File: config.mk
export PLATFORM = sky130hd
export DESIGN_NAME = uc_multiciclo_flat
export DESIGN_NICKNAME = d
export VERILOG_FILES = /design/src/rtl/uc_multiciclo_if.sv /design/src/rtl/uc_multiciclo.sv /design/src/flat_wrapper.sv
export SDC_FILE = /design/constraint.sdc
export NUM_CORES = 1
export LEC_CHECK = 0
export CORE_MARGIN = 1.5
export CORE_UTILIZATION = 51
export CTS_BUF_LIST = sky130_fd_sc_hd__clkbuf_4
export DETAILED_ROUTE_END_ITERATION = 10
export PLACE_DENSITY = 0.87
export SETUP_SLACK_MARGIN = 0.15
export SLEW_MARGIN = 25
export SYNTH_ARGS = -nofsm -noshare
export SYNTH_HDL_FRONTEND = slang
export SYNTH_SLANG_ARGS = --single-unit
export TNS_END_PERCENT = 5
File: constraint.sdc
create_clock -name clk -period 4.7 [get_ports clk]
set_input_delay 0.47 -clock clk [delete_from_list [all_inputs] [get_ports clk]]
set_output_delay 0.47 -clock clk [all_outputs]
set_load 0.1 [all_outputs]
File: src/rtl/uc_multiciclo_if.sv
// Control bus between the multicycle control unit and the datapath.
//   opcode, z     : from the instruction register and the flag register
//   ir_load..op_alu : datapath strobes and selects
//   halted, err   : trap status
//   sp_level      : current return-stack occupancy (LVLW bits)
// Modports: master = control unit, slave = datapath side.
interface uc_multiciclo_if #(
   parameter int LVLW = 4
);
   logic [5:0]      opcode;
   logic            z;
   logic            ir_load;
   logic            pc_we;
   logic            s_inc;
   logic            we3;
   logic            wez;
   logic            pop;
   logic            push;
   logic            s_stack;
   logic            we4;
   logic [1:0]      s_inm;
   logic [2:0]      op_alu;
   logic            halted;
   logic [1:0]      err;
   logic [LVLW-1:0] sp_level;

   modport master (
      input  opcode, z,
      output ir_load, pc_we, s_inc, we3, wez, pop, push, s_stack, we4,
             s_inm, op_alu, halted, err, sp_level
   );

   modport slave (
      output opcode, z,
      input  ir_load, pc_we, s_inc, we3, wez, pop, push, s_stack, we4,
             s_inm, op_alu, halted, err, sp_level
   );
endinterface

File: src/rtl/uc_multiciclo.sv
// Multicycle control unit. Each instruction walks FETCH -> DECODE -> EXEC
// (or MEM for loads/stores) -> FETCH. Stack-depth overflow/underflow and
// illegal opcodes trap into ERR, which is left only through reset.
// Ports:
//   clk       : system clock, rising edge
//   reset     : synchronous, active-high
//   bus       : control bus (master side), see uc_multiciclo_if
//   dbg_state : current FSM state encoding (FETCH=0 DECODE=1 EXEC=2 MEM=3 ERR=4)
// All bus outputs are Moore functions of the internal registers.
module uc_multiciclo #(
   parameter int STACK_DEPTH = 8,
   parameter int MEM_LAT     = 1,
   parameter int LVLW        = $clog2(STACK_DEPTH + 1)
) (
   input  logic              clk,
   input  logic              reset,
   uc_multiciclo_if.master   bus,
   output logic [2:0]        dbg_state
);

   localparam int CW = (MEM_LAT > 1) ? $clog2(MEM_LAT) : 1;

   localparam logic [5:0] OP_JMP  = 6'b100100;
   localparam logic [5:0] OP_JNZ  = 6'b100101;
   localparam logic [5:0] OP_JZ   = 6'b100110;
   localparam logic [5:0] OP_RET  = 6'b101000;
   localparam logic [5:0] OP_CALL = 6'b101001;

   typedef enum logic [2:0] {
      S_FETCH  = 3'd0,
      S_DECODE = 3'd1,
      S_EXEC   = 3'd2,
      S_MEM    = 3'd3,
      S_ERR    = 3'd4
   } state_t;

   state_t          state, state_n;
   logic [5:0]      opcode_q;
   logic            z_q;
   logic [CW-1:0]   cnt;
   logic [LVLW-1:0] level;
   logic [1:0]      err_q, err_n;
   logic            legal;

   // Everything with the top bit clear is an ALU op; 111xxx covers both
   // store (1110xx) and load (1111xx).
   always_comb begin
      legal = 1'b0;
      if (!bus.opcode[5])                     legal = 1'b1;
      else if (bus.opcode[5:2] == 4'b1000)    legal = 1'b1;
      else if (bus.opcode[5:3] == 3'b111)     legal = 1'b1;
      else if (bus.opcode == OP_JMP || bus.opcode == OP_JNZ ||
               bus.opcode == OP_JZ  || bus.opcode == OP_RET ||
               bus.opcode == OP_CALL)         legal = 1'b1;
   end

   // State register
   always_ff @(posedge clk) begin
      if (reset) state <= S_FETCH;
      else       state <= state_n;
   end

   // Next state and trap cause
   always_comb begin
      state_n = state;
      err_n   = err_q;
      unique case (state)
         S_FETCH:  state_n = S_DECODE;
         S_DECODE: begin
            if (!legal) begin
               state_n = S_ERR;
               err_n   = 2'b11;
            end else if (bus.opcode == OP_CALL && level == LVLW'(STACK_DEPTH)) begin
               state_n = S_ERR;
               err_n   = 2'b01;
            end else if (bus.opcode == OP_RET && level == '0) begin
               state_n = S_ERR;
               err_n   = 2'b10;
            end else if (bus.opcode[5:3] == 3'b111) begin
               state_n = S_MEM;
            end else begin
               state_n = S_EXEC;
            end
         end
         S_EXEC:   state_n = S_FETCH;
         S_MEM:    if (cnt == '0) state_n = S_FETCH;
         S_ERR:    state_n = S_ERR;
         default:  state_n = S_FETCH;
      endcase
   end

   // Datapath registers: latched opcode/flag, wait counter, stack level, err
   always_ff @(posedge clk) begin
      if (reset) begin
         opcode_q <= '0;
         z_q      <= 1'b0;
         cnt      <= '0;
         level    <= '0;
         err_q    <= 2'b00;
      end else begin
         err_q <= err_n;
         if (state == S_DECODE) begin
            opcode_q <= bus.opcode;
            z_q      <= bus.z;
            cnt      <= CW'(MEM_LAT - 1);
         end
         if (state == S_MEM && cnt != '0)
            cnt <= cnt - 1'b1;
         // Bounds were checked in DECODE, so these never wrap.
         if (state == S_EXEC && opcode_q == OP_CALL)
            level <= level + 1'b1;
         else if (state == S_EXEC && opcode_q == OP_RET)
            level <= level - 1'b1;
      end
   end

   // Moore outputs
   always_comb begin
      bus.ir_load = 1'b0;
      bus.pc_we   = 1'b0;
      bus.s_inc   = 1'b0;
      bus.we3     = 1'b0;
      bus.wez     = 1'b0;
      bus.pop     = 1'b0;
      bus.push    = 1'b0;
      bus.s_stack = 1'b0;
      bus.we4     = 1'b0;
      bus.s_inm   = 2'b00;
      bus.op_alu  = 3'b000;
      bus.halted  = 1'b0;
      unique case (state)
         S_FETCH: bus.ir_load = 1'b1;
         S_EXEC: begin
            bus.pc_we = 1'b1;
            bus.s_inc = 1'b1;
            if (!opcode_q[5]) begin
               bus.we3    = 1'b1;
               bus.wez    = 1'b1;
               bus.op_alu = opcode_q[4:2];
            end else if (opcode_q[5:2] == 4'b1000) begin
               bus.we3   = 1'b1;
               bus.s_inm = 2'b01;
            end else if (opcode_q == OP_JMP) begin
               bus.s_inc = 1'b0;
            end else if (opcode_q == OP_JNZ) begin
               bus.s_inc = !z_q;
            end else if (opcode_q == OP_JZ) begin
               bus.s_inc = z_q;
            end else if (opcode_q == OP_RET) begin
               bus.pop     = 1'b1;
               bus.s_stack = 1'b1;
               bus.s_inc   = 1'b0;
            end else if (opcode_q == OP_CALL) begin
               bus.push  = 1'b1;
               bus.s_inc = 1'b0;
            end
         end
         S_MEM: begin
            // opcode_q[2] separates load (1111xx) from store (1110xx)
            bus.s_inm = opcode_q[2] ? 2'b10 : 2'b00;
            if (cnt == '0) begin
               bus.pc_we = 1'b1;
               if (opcode_q[2]) bus.we3 = 1'b1;
               else             bus.we4 = 1'b1;
            end
         end
         S_ERR: bus.halted = 1'b1;
         default: ;
      endcase
   end

   assign bus.err      = err_q;
   assign bus.sp_level = level;
   assign dbg_state    = state;

endmodule

File: src/flat_wrapper.sv
// flat-port wrapper written by rule: the top's interface ports become plain ports
module uc_multiciclo_flat 
#(
   parameter int STACK_DEPTH = 8,
   parameter int MEM_LAT     = 1,
   parameter int LVLW        = $clog2(STACK_DEPTH + 1)
)
  (clk, reset, dbg_state, bus_opcode, bus_z, bus_ir_load, bus_pc_we, bus_s_inc, bus_we3, bus_wez, bus_pop, bus_push, bus_s_stack, bus_we4, bus_s_inm, bus_op_alu, bus_halted, bus_err, bus_sp_level);
  uc_multiciclo_if #(.LVLW(LVLW)) bus_i ();
  input  logic clk;
  input  logic reset;
  output logic [2:0] dbg_state;
  input wire logic [$bits(bus_i.opcode)-1:0] bus_opcode;
  input wire logic [$bits(bus_i.z)-1:0] bus_z;
  output wire logic [$bits(bus_i.ir_load)-1:0] bus_ir_load;
  output wire logic [$bits(bus_i.pc_we)-1:0] bus_pc_we;
  output wire logic [$bits(bus_i.s_inc)-1:0] bus_s_inc;
  output wire logic [$bits(bus_i.we3)-1:0] bus_we3;
  output wire logic [$bits(bus_i.wez)-1:0] bus_wez;
  output wire logic [$bits(bus_i.pop)-1:0] bus_pop;
  output wire logic [$bits(bus_i.push)-1:0] bus_push;
  output wire logic [$bits(bus_i.s_stack)-1:0] bus_s_stack;
  output wire logic [$bits(bus_i.we4)-1:0] bus_we4;
  output wire logic [$bits(bus_i.s_inm)-1:0] bus_s_inm;
  output wire logic [$bits(bus_i.op_alu)-1:0] bus_op_alu;
  output wire logic [$bits(bus_i.halted)-1:0] bus_halted;
  output wire logic [$bits(bus_i.err)-1:0] bus_err;
  output wire logic [$bits(bus_i.sp_level)-1:0] bus_sp_level;
  assign bus_i.opcode = bus_opcode;
  assign bus_i.z = bus_z;
  assign bus_ir_load = bus_i.ir_load;
  assign bus_pc_we = bus_i.pc_we;
  assign bus_s_inc = bus_i.s_inc;
  assign bus_we3 = bus_i.we3;
  assign bus_wez = bus_i.wez;
  assign bus_pop = bus_i.pop;
  assign bus_push = bus_i.push;
  assign bus_s_stack = bus_i.s_stack;
  assign bus_we4 = bus_i.we4;
  assign bus_s_inm = bus_i.s_inm;
  assign bus_op_alu = bus_i.op_alu;
  assign bus_halted = bus_i.halted;
  assign bus_err = bus_i.err;
  assign bus_sp_level = bus_i.sp_level;
  uc_multiciclo #(.STACK_DEPTH(STACK_DEPTH), .MEM_LAT(MEM_LAT), .LVLW(LVLW)) u_core (.clk(clk), .reset(reset), .bus(bus_i), .dbg_state(dbg_state));
endmodule
**After elaboration in Yosys (flattened, before gate mapping)**

Index checks and enable logic that the tools add are counted.

- Register bits: 17
- Input bits: 9
- Output and inout bits: 24
- Logic and storage cells: 104

- Add/subtract/negate cells: 3
- Eq/ne operators: 20
- Multiplexer cells: 60
- Reduce and logical (&&, ||, !) cells: 15

Operators with widths:

| cell | number |
|---|---|
| equality test 6 bit, second input constant | 10 |
| 2-to-1 mux 1 bit | 43 |
| 2-to-1 mux 3 bit | 6 |
| equality test 4 bit, second input constant | 3 |
| one-hot mux 3 bit (4 select lines) | 1 |
| 2-to-1 mux 2 bit | 5 |
| 2-to-1 mux 4 bit | 2 |
| equality test 3 x 2 -> 1 bit, second input constant | 2 |
| equality test 3 bit, second input constant | 2 |
| logical AND 1 bit | 5 |
| adder 4 x 1 -> 4 bit, second input constant | 1 |
| zero test 4 bit | 1 |
| logical OR 1 bit | 4 |
| one-hot mux 1 bit (2 select lines) | 2 |
| one-hot mux 2 bit (2 select lines) | 1 |
| nonzero test 2 bit | 2 |
| subtractor 4 x 1 -> 4 bit, second input constant | 1 |
| equality test 3 x 1 -> 1 bit, second input constant | 1 |
| zero test 3 bit | 1 |
| inequality test 3 bit, second input constant | 1 |
| inequality test 2 bit, second input constant | 1 |
| AND reduction 2 bit | 1 |
| zero test 1 bit | 1 |
| subtractor 1 bit, second input constant | 1 |

**Longest topological paths before layout**

Gate-level depths: netlist (run 1).

- Word-level depth: 11
- Mapped depth: 10

**Worst setup path before layout (run 1)**

Ideal clock, no wire load.

- Path kind: register to output
- Start point: register u_core.state[1] (netlist: u_core.dbg_state[1])
- End point: output bus_we3
- Arrival time: 5.574 ns
- Data required time: 4.230 ns
- Slack: -1.344 ns
- Cell stages (with the launch flop): 6
- Path buffers: 1
- Cell sequence: dfxtp_1 -> or3b_1 -> buf_6 -> nor4_1 -> nor2_1 -> o21ai_0

- Cells in the longest elaborated chain, start to end: 2
- Elaborated cells on any way between the ends: 3

RTL lines:

| item | RTL line | text |
|---|---|---|
| start: declaration | uc_multiciclo.sv:37 | `state_t state, state_n;` |
| start signal: assignment | uc_multiciclo.sv:60 | `else state <= state_n;` |
| equality test 3 x 2 -> 1 bit | uc_multiciclo.sv:131 | `unique case (state)` |
| one-hot mux 1 bit (2 select lines) * | uc_multiciclo.sv:131 |  |
| end: declaration | flat_wrapper.sv:18 | `output wire logic [$bits(bus_i.we3)-1:0] bus_we3;` |

Every way passes the cells marked *; elsewhere a longest branch is shown, timed or not.

**Worst setup path in the final report (run 1)**

- Start point: register u_core.state[1] (netlist: u_core.dbg_state[1])
- End point: output bus_pop

- Cells in the longest elaborated chain, start to end: 2

RTL lines:

| item | RTL line | text |
|---|---|---|
| equality test 3 x 2 -> 1 bit | uc_multiciclo.sv:131 |  |
| 2-to-1 mux 1 bit | uc_multiciclo.sv:131 |  |
| end: declaration | flat_wrapper.sv:20 | `output wire logic [$bits(bus_i.pop)-1:0] bus_pop;` |

No other way between the ends.

==> summary.txt, run 1 <==
Worst hold path
  • Hold crit path type: reg2reg

Critical path
  • Crit path max-delay family: simple AND/OR/NAND/NOR gates
  • Critical path class: reg2out
  • CP max FO: 12
  • Worst setup EP type: output pin
  • Slowest stage cell on the critical path: clkdlybuf4s50_1
  • CP peak stage delay: 1140 ps
  • Crit-path cells: or3b_1, nor4_4, and4bb_1, clkdlybuf4s50_1
  • Crit start category: flop
  • Buf+Inv Stages, Crit Path: 1
  • Crit path DAT: around 3400 ps
  • Critical Path RT: between 4000 and 5000 ps

Placement
  • Cell Count Post-Placement: 173
  • Port Buffer Count: 32
  • DP HPWL: roughly 1.8 mm
  • Routability cong.: 0.747

Floorplanning
  • Core ar.: 1940 um^2
  • Row count: 16
  • Initial Utilization: 53.2%
  • I/O pin total: 33
  • Die Height: 48.0 um
  • Die X: 48.0 um
  • DIE AREA: 2300 um^2

CTS
  • CTS Sinks: 17
  • Root Buffer: clkbuf_4
  • Post-cts sizing count: 0
  • Setup Fix Bufs, Post-CTS: 0
  • H-tree depth: 1
  • Clock Latency Late Sink: 290 ps
  • CTS tree: yes
  • Cts hold-fix bufs: 0
  • CTS buffer count: 3
  • CTS Buffer Depth: 2
  • Clk pin slew, worst setup/hold paths: 100 ps

Run
  • Max Cap Violations: 0

Timing
  • Final hold vios: 0
  • Fin crit period: ~3900 ps
  • Final setup fails: 0
  • Worst hold slack: 460 ps
  • Period utilisation layout: 82.0%
  • Worst-Margin Slew: roughly 970 ps
  • Final Skew: 4.39 ps
  • Pins Over Slew Limit: 0
  • RSZ-0062 raised after global routing: false
  • Setup TNS: 0 ps
  • Slew margin rel.: roughly a third
  • FMAX: 260 MHz

Route
  • Detailed-route DRC error count: 0
  • Remaining antenna violation count after routing: 0
  • First DRT Iteration DRCs: 18
  • Vias per Instance: approximately 5.7
  • Wire length per cell: 13.3 um
  • Final WL: 2.36 mm
  • First-pass detailed-route iteration total: 4
  • Routed via count: 1004

Yosys
  • Post-synth ARST share: 0%
  • Synth Register Bits: 17
  • Seq/Total Area, Yosys: 33.0%
  • Mapped cell area: about 1000 um^2
  • Ys flop type: dfxtp_1
  • Avg Synthesized Cell Area: 8.67 um^2
  • EDFF count, synth: 0
  • Library cells used by synthesis: 39
  • Yosys synthesis warning count: 0
  • Gate Count Post-Synth: 119
  • Synthesized Nets: 131

Finish
  • Commonest non-fill, non-tap cell in the layout: clkdlybuf4s50_1
  • Fin cells: 177
  • Share of cells above drive strength 1: 7.33%
  • Antenna diodes: 0
  • Most frequent cells in the layout: clkdlybuf4s50_1, dfxtp_1, nor2_1
  • # nets final: 163
  • Area Overhead vs Synth: 36.0%

Status
  • Status: finished clean

GRT
  • Grt total ovfl: 0
  • GRT Overall Usage: between 20 and 25%
  • Number of global-route vias before repair: 817
  • Initial antenna violation count: 0
  • First-pass GRT wire length: 3.68 mm
  • Largest net degree at the start of global routing: 22

Power
  • Total power: about 0.39 mW
  • Pwr dens: roughly 280 nW/um^2
  • Worst VDD drop: around 0.25 mV
  • Leak: 0.507 nW
## worst paths after layout
check / start / end / slack, ps / cells past startpoint
setup reg to reg: u_core.dbg_state[1] / u_core.bus.sp_level[3] / 1620 / 9
setup / recovery: u_core.dbg_state[1] / bus_pop / 850 / 4
hold / removal: u_core.bus.err[1] / u_core.bus.err[1] / 460 / 2
hold reg to reg: u_core.bus.err[1] / u_core.bus.err[1] / 460 / 2
## cells by family after synthesis
family,count (synthesis),synth area share (%)
AO/OA/AOI/OAI,24,16.7
AND/OR/NAND/NOR,56,32.0
adder cells (fa/ha/maj),3,4.36
flip-flops,17,33.0
XOR/XNOR,2,1.70
multiplexers,8,7.76
buffers and inverters,9,4.48
## state kept, by name, summed over array words and instances, names as in the netlist
signal	count
u_core.dbg_state	3
u_core.bus.sp_level	4
u_core.cnt	1
u_core.opcode_q	6
u_core.bus.err	2
u_core.z_q	1
## area by class of cell
| class | instances | area [um^2] |
|---|---|---|
| Inverter | 3 | 11.3 |
| Tap cell | 27 | 33.8 |
| Sequential cell | 17 | 340 |
| Multi-Input combinational cell | 93 | 661 |
| Fill cell | 165 | 538 |
| Clock buffer | 4 | 30.0 |
| Timing Repair Buffer | 33 | 328 |
## stage by stage
stage	worst slack [ps]	cell area (um^2)	util, %
final	846	1400	72.3
after global routing	694	1400	72.3
after CTS	871	1400	72.3
after detailed placement	1200	1370	70.7
after global placement	1270	1370	70.7
after floorplan	216	1050	-
## report_power, final
group	total (mW)	internal (mW)	switching [mW]
Combinational	0.140	0.0418	0.0978
Clock	0.0855	0.0388	0.0468
Sequential	0.168	0.153	0.0145
Total	0.393	0.234	0.159
## metal layers
metal | global-route usage, % | wire length (um) | up-vias
met4 | 8.11 | 19 | 0
met3 | 3.77 | 87 | 4
met2 | 35.7 | 1160 | 29
met5 | 0 | 0 | -
met1 | 30.8 | 1090 | 470
li1 | - | - | 501
## cells in the mapped netlist (2+ instances only)
cell type   n  area, um^2
and2_1      4        25.0
nand2_1     5        18.8
a21oi_1     4        20.0
clkbuf_1    3        11.3
nand3_1     5        25.0
nor3b_1     5        37.5
mux2i_1     8        80.1
nand3b_1    2        15.0
xnor2_1     2        17.5
a211oi_1    5        37.5
inv_1       3        11.3
dfxtp_1    17         340
nor3_1      5        25.0
ha_1        2        25.0
nand2b_1    3        18.8
nor4_1      2        12.5
or3b_2      2        17.5
a31oi_1     3        18.8
o21ai_0     4        20.0
nor2_1     16        60.1
## tightest hold or removal path, cell delays in order, from the launching register on
cell and delay [ps]:
dfxtp_1 330, inv_1 50, a21oi_1 50
No activity file was read; power rests on OpenSTA's default activity.
==> run 2: changes to the inputs <==
CORE_UTILIZATION = 47   (was 51)
PLACE_DENSITY = 0.81   (was 0.87)
clock period = 3.6 ns   (was 4.7 ns; I/O delays follow)
==> run 2 against run 1 <==
Count of clock-buffer cells in the layout fell by 1. Via count down 1.6%. Sequential share of layout area grew 0.22 points. Non-clock buffer count up 1. Total power grew 30%.
==> summary.txt, run 2 (synthesis gave the netlist of run 1 again) <==
CTS
  • Setup Fix Bufs, Post-CTS: 0
  • Clock Latency Late Sink: 310 ps
  • Cts hold-fix bufs: 0
  • Root Buffer: clkbuf_4
  • H-tree depth: 1
  • CTS Buffer Depth: 2
  • CTS tree: yes
  • CTS Sinks: 17
  • Clk pin slew, worst setup/hold paths: 100 ps
  • CTS buffer count: 3
  • Post-cts sizing count: 0

Route
  • First DRT Iteration DRCs: 18
  • Remaining antenna violation count after routing: 0
  • Detailed-route DRC error count: 0
  • First-pass detailed-route iteration total: 4
  • Wire length per cell: 13.5 um
  • Vias per Instance: ~5.6
  • Final WL: 2.40 mm
  • Routed via count: 988

Finish
  • Most frequent cells in the layout: clkdlybuf4s50_1, dfxtp_1, nor2_1
  • Share of cells above drive strength 1: a little under a fifth
  • Largest reg by FF count: u_core.opcode_q
  • Design area: 1390 um^2
  • Commonest non-fill, non-tap cell in the layout: clkdlybuf4s50_1
  • Fill count: 167
  • Max FFs per register: 6
  • Fin cells: between 150 and 200
  • Area Overhead vs Synth: 34.8%
  • Antenna diodes: 0
  • # nets final: 164

GRT
  • Number of global-route vias before repair: 886
  • Largest net degree at the start of global routing: 22
  • Grt total ovfl: 0
  • GRT Overall Usage: 21.2%
  • First-pass GRT wire length: between 4 and 5 mm
  • Initial antenna violation count: 0

Status
  • Status: finished clean

Critical path
  • Worst R2R End: u_core.bus.sp_level[3]
  • Crit path DAT: 3160 ps
  • Crit start category: flop
  • Critical Path RT: 3850 ps
  • CP max FO: 12
  • RR Startpoint: u_core.dbg_state[1]
  • Reg2reg path depth: 10
  • R2R setup slack: 680 ps
  • Critical path class: reg2reg
  • Worst setup EP type: flop

Floorplanning
  • DIE AREA: 2490 um^2
  • Core ar.: between 2000 and 2500 um^2
  • Die X: between 40 and 50 um
  • I/O pin total: 33
  • Row count: 16
  • Initial Utilization: 51.1%
  • Die Height: 49.9 um

Power
  • Pwr dens: 366 nW/um^2
  • NetSw: between 0.2 and 0.25 mW
  • Internal: about 0.3 mW
  • Logic pwr share: 35.8%
  • Clock power share: 21.1%
  • Worst VDD drop: 0.303 mV
  • Sw Ratio: 42.1%
  • Leak: 0.538 nW
  • Sequential power share: 43.1%

Timing
  • Setup TNS: 0 ps
  • Final setup fails: 0
  • Worst hold slack: 451 ps
  • Final Skew: approximately 12 ps
  • Pins Over Slew Limit: 0
  • Worst Slack Setup Final: a little under 700 ps
  • Worst-Margin Slew: just under 1000 ps
  • Period utilisation layout: 81.0%
  • RSZ-0062 raised after global routing: false
  • Slew margin rel.: between 30% and 40%
  • Fin crit period: 2920 ps
  • Final hold vios: 0
  • FMAX: about 340 MHz

Placement
  • Port Buffer Count: 32
  • Pre-CTS WS: 713 ps
  • Cell Count Post-Placement: about 170
  • Routability cong.: 0.823
  • DP HPWL: 1.76 mm
  • Placed cell area: 1360 um^2

Worst hold path
  • Hold depth: 2
  • Hold crit path type: reg2reg
  • Hold Crit Endpoint: u_core.bus.err[1]
  • Hold Startpoint: u_core.bus.err[1]

Run
  • Max Cap Violations: 0
run 2: worst max-delay path, stage by stage, from the launching register on:
cell and delay [ps]:
dfxtp_1 520, or3b_1 550, nor4_4 290, buf_4 200
and2_2 160, inv_1 80, ha_1 280, a21o_1 190
a2111o_1 400, o221a_1 120, nand3_1 70
run 2: layer usage:
metal	up-vias	share of wire [%]	GRT usage (%)
li1	495	-	-
met1	460	48	28.1
met2	28	45	33.6
met3	5	5.5	4.85
met4	0	1.3	7.87
met5	-	0	0
run 2: layout make-up:
cell class              instances  area (um^2)  area share (%)
flip-flops and latches         17          340            24.5
inverters                       3         11.3           0.809
multi-input cells              93          673            48.4
clock buffers                   3         22.5            1.62
repair buffers                 34          305            21.9
well taps                      27         33.8            2.43
clock inverters                 1         5.00           0.360
run 2: worst max path at each step:
stage                             start                      to  slack, ps
finish              u_core.dbg_state[1]  u_core.bus.sp_level[3]        680
global route        u_core.dbg_state[1]  u_core.bus.sp_level[3]        500
CTS                 u_core.dbg_state[1]  u_core.bus.sp_level[3]        670
detailed placement  u_core.dbg_state[1]  u_core.bus.sp_level[3]        710
global placement    u_core.dbg_state[1]  u_core.bus.sp_level[3]        790
floorplan           u_core.dbg_state[1]  u_core.bus.sp_level[3]       -180
run 2: stage by stage:
| stage | utilization, % | power [mW] |
|---|---|---|
| after floorplan | - | 0.361 |
| after global placement | 67.5 | 0.404 |
| after detailed placement | 67.5 | 0.405 |
| after CTS | 68.8 | 0.514 |
| after global routing | 68.8 | 0.532 |
| final | 68.8 | 0.510 |
run 2: power by group through the flow:
stage               Sequential (mW)  Clock (mW)  Combinational (mW)
global route                  0.222       0.119               0.191
finish                        0.219       0.108               0.183
detailed placement            0.223           0               0.182
floorplan                     0.252           0               0.109
CTS                           0.219       0.112               0.183
global placement              0.222           0               0.181
==> run 3: changes to the inputs <==
clock period = 2.8 ns   (was 3.6 ns; I/O delays follow)
==> run 3 against run 2 <==
Combinational power is 28% higher. Sequential power is 29% higher. Count of clock-buffer cells in the layout is 1 higher. First-iteration DRC count is 56% lower. Register-to-register slack worse by 420 ps. Critical path type unchanged. Cell area is 2.8% higher. Non-clock buffer count is 2 higher. Maximum frequency is 15% higher.
==> summary.txt, run 3 (synthesis gave the netlist of run 1 again) <==
Critical path
  • Levels on crit path: 9
  • RR Startpoint: u_core.dbg_state[1]
  • Worst R2R End: u_core.bus.sp_level[3]
  • Critical Path RT: 3040 ps
  • Buf+Inv Stages, Crit Path: 1
  • Crit path DAT: 2780 ps
  • Crit path max-delay family: simple AND/OR/NAND/NOR gates
  • Crit path launch: u_core.dbg_state[1]
  • Crit-path cells: or3b_1, nor4_4, and2_4, inv_1, ha_1, a21o_1, a2111o_1, o221a_1, nand3_1
  • R2R setup slack: about 260 ps
  • Slowest stage cell on the critical path: dfxtp_4
  • CP max FO: 12
  • Critical path class: reg2reg
  • Worst setup EP type: flop
  • CP peak stage delay: between 400 and 500 ps
  • Crit start category: flop
  • Critical Path Sink: u_core.bus.sp_level[3]
  • Reg2reg path depth: 9

Power
  • Leak: between 0.5 and 0.6 nW
  • Worst VDD drop: 0.430 mV
  • Pwr dens: 463 nW/um^2
  • Total power: around 0.66 mW

Finish
  • Most frequent cells in the layout: buf_4, dfxtp_1, nor2_1
  • Antenna diodes: 0
  • Commonest non-fill, non-tap cell in the layout: buf_4
  • Fin cells: 180
  • Fin util: 70.7%
  • Max FFs per register: 6
  • # nets final: 166
  • Area Overhead vs Synth: 38.5%
  • Design area: 1430 um^2
  • Largest reg by FF count: u_core.opcode_q
  • Share of cells above drive strength 1: 29.4%

Timing
  • Pins Over Slew Limit: 0
  • FMAX: 394 MHz
  • Worst hold slack: roughly 460 ps
  • Slew margin rel.: ~65%
  • RSZ-0062 raised after global routing: false
  • Period utilisation layout: between 90% and 100%
  • Worst-Margin Slew: approximately 520 ps
  • Final hold vios: 0
  • Worst Slack Setup Final: 265 ps
  • Setup TNS: 0 ps
  • Fin crit period: around 2500 ps
  • Final Skew: 1.28 ps
  • Final setup fails: 0

GRT
  • M3 GR Usage: ~3.6%
  • Initial antenna violation count: 0
  • Met1 Use GR: a little over a quarter
  • GRT busiest layer: met2
  • First-pass GRT wire length: 4.13 mm
  • Routing usage on met2: 37.3%
  • Number of global-route vias before repair: a little over 900
  • Grt total ovfl: 0
  • GRT Overall Usage: a little over a fifth
  • Largest net degree at the start of global routing: 21

CTS
  • CTS Buffer Depth: 2
  • CTS Sinks: 17
  • CTS tree: yes
  • Cts hold-fix bufs: 0
  • Post-cts sizing count: 0
  • Setup Fix Bufs, Post-CTS: 0
  • Clk pin slew, worst setup/hold paths: 100 ps
  • Root Buffer: clkbuf_4
  • H-tree depth: 1
  • Clock Latency Late Sink: ~290 ps
  • CTS buffer count: 3

Route
  • Wire length per cell: 14.1 um
  • First-pass detailed-route iteration total: 3
  • Vias per Instance: 5.59
  • First DRT Iteration DRCs: 8
  • Final WL: 2.54 mm
  • Remaining antenna violation count after routing: 0
  • Detailed-route DRC error count: 0
  • Routed via count: between 1000 and 1500

Placement
  • Routability cong.: approximately 0.76
  • DP HPWL: 1.92 mm
  • Pre-CTS WS: roughly 270 ps
  • Cell Count Post-Placement: 176
  • Port Buffer Count: 32
  • Placed cell area: 1390 um^2

Floorplanning
  • DIE AREA: 2490 um^2
  • Die Height: 49.9 um
  • Initial Utilization: 51.1%
  • Core ar.: 2020 um^2
  • Die X: around 50 um
  • I/O pin total: 33
  • Row count: 16

Run
  • Max Cap Violations: 0

Status
  • Status: finished clean

Worst hold path
  • Hold crit path type: reg2reg
-- run 3: cell type report --
cell class / count / area [um^2]
flip-flops and latches: 17 / 344
multi-input cells: 93 / 683
well taps: 27 / 33.8
inverters: 3 / 11.3
fillers: 175 / 592
repair buffers: 36 / 328
clock buffers: 4 / 30.0
-- run 3: metal layers --
metal	wire (um)	up-vias
li1	-	498
met1	1190	482
met2	1240	22
met3	83	4
met4	23	0
met5	0	-
-- run 3: how the worst min path moves through the flow --
stage / start / end / slack [ps] / cells after the start
after detailed placement: u_core.bus.err[1] / u_core.bus.err[1] / 450 / 2
after global routing: u_core.bus.err[1] / u_core.bus.err[1] / 480 / 2
after global placement: u_core.bus.err[1] / u_core.bus.err[1] / 430 / 2
after floorplan: bus_opcode[2] / u_core.opcode_q[2] / 420 / 2
final: u_core.bus.err[1] / u_core.bus.err[1] / 460 / 2
after CTS: u_core.bus.err[1] / u_core.bus.err[1] / 470 / 2
-- run 3: worst register-to-register path, cell delays in order, from the launching register on --
cell      delay, ps
dfxtp_4         420
or3b_1          420
nor4_4          290
and2_4          200
inv_1            80
ha_1            270
a21o_1          210
a2111o_1        410
o221a_1         120
nand3_1          70
-- run 3: power by group --
part	internal, mW	switching [mW]	total [mW]
clock	0.0652	0.0798	0.145
combinational	0.0676	0.168	0.235
sequential	0.257	0.0252	0.282
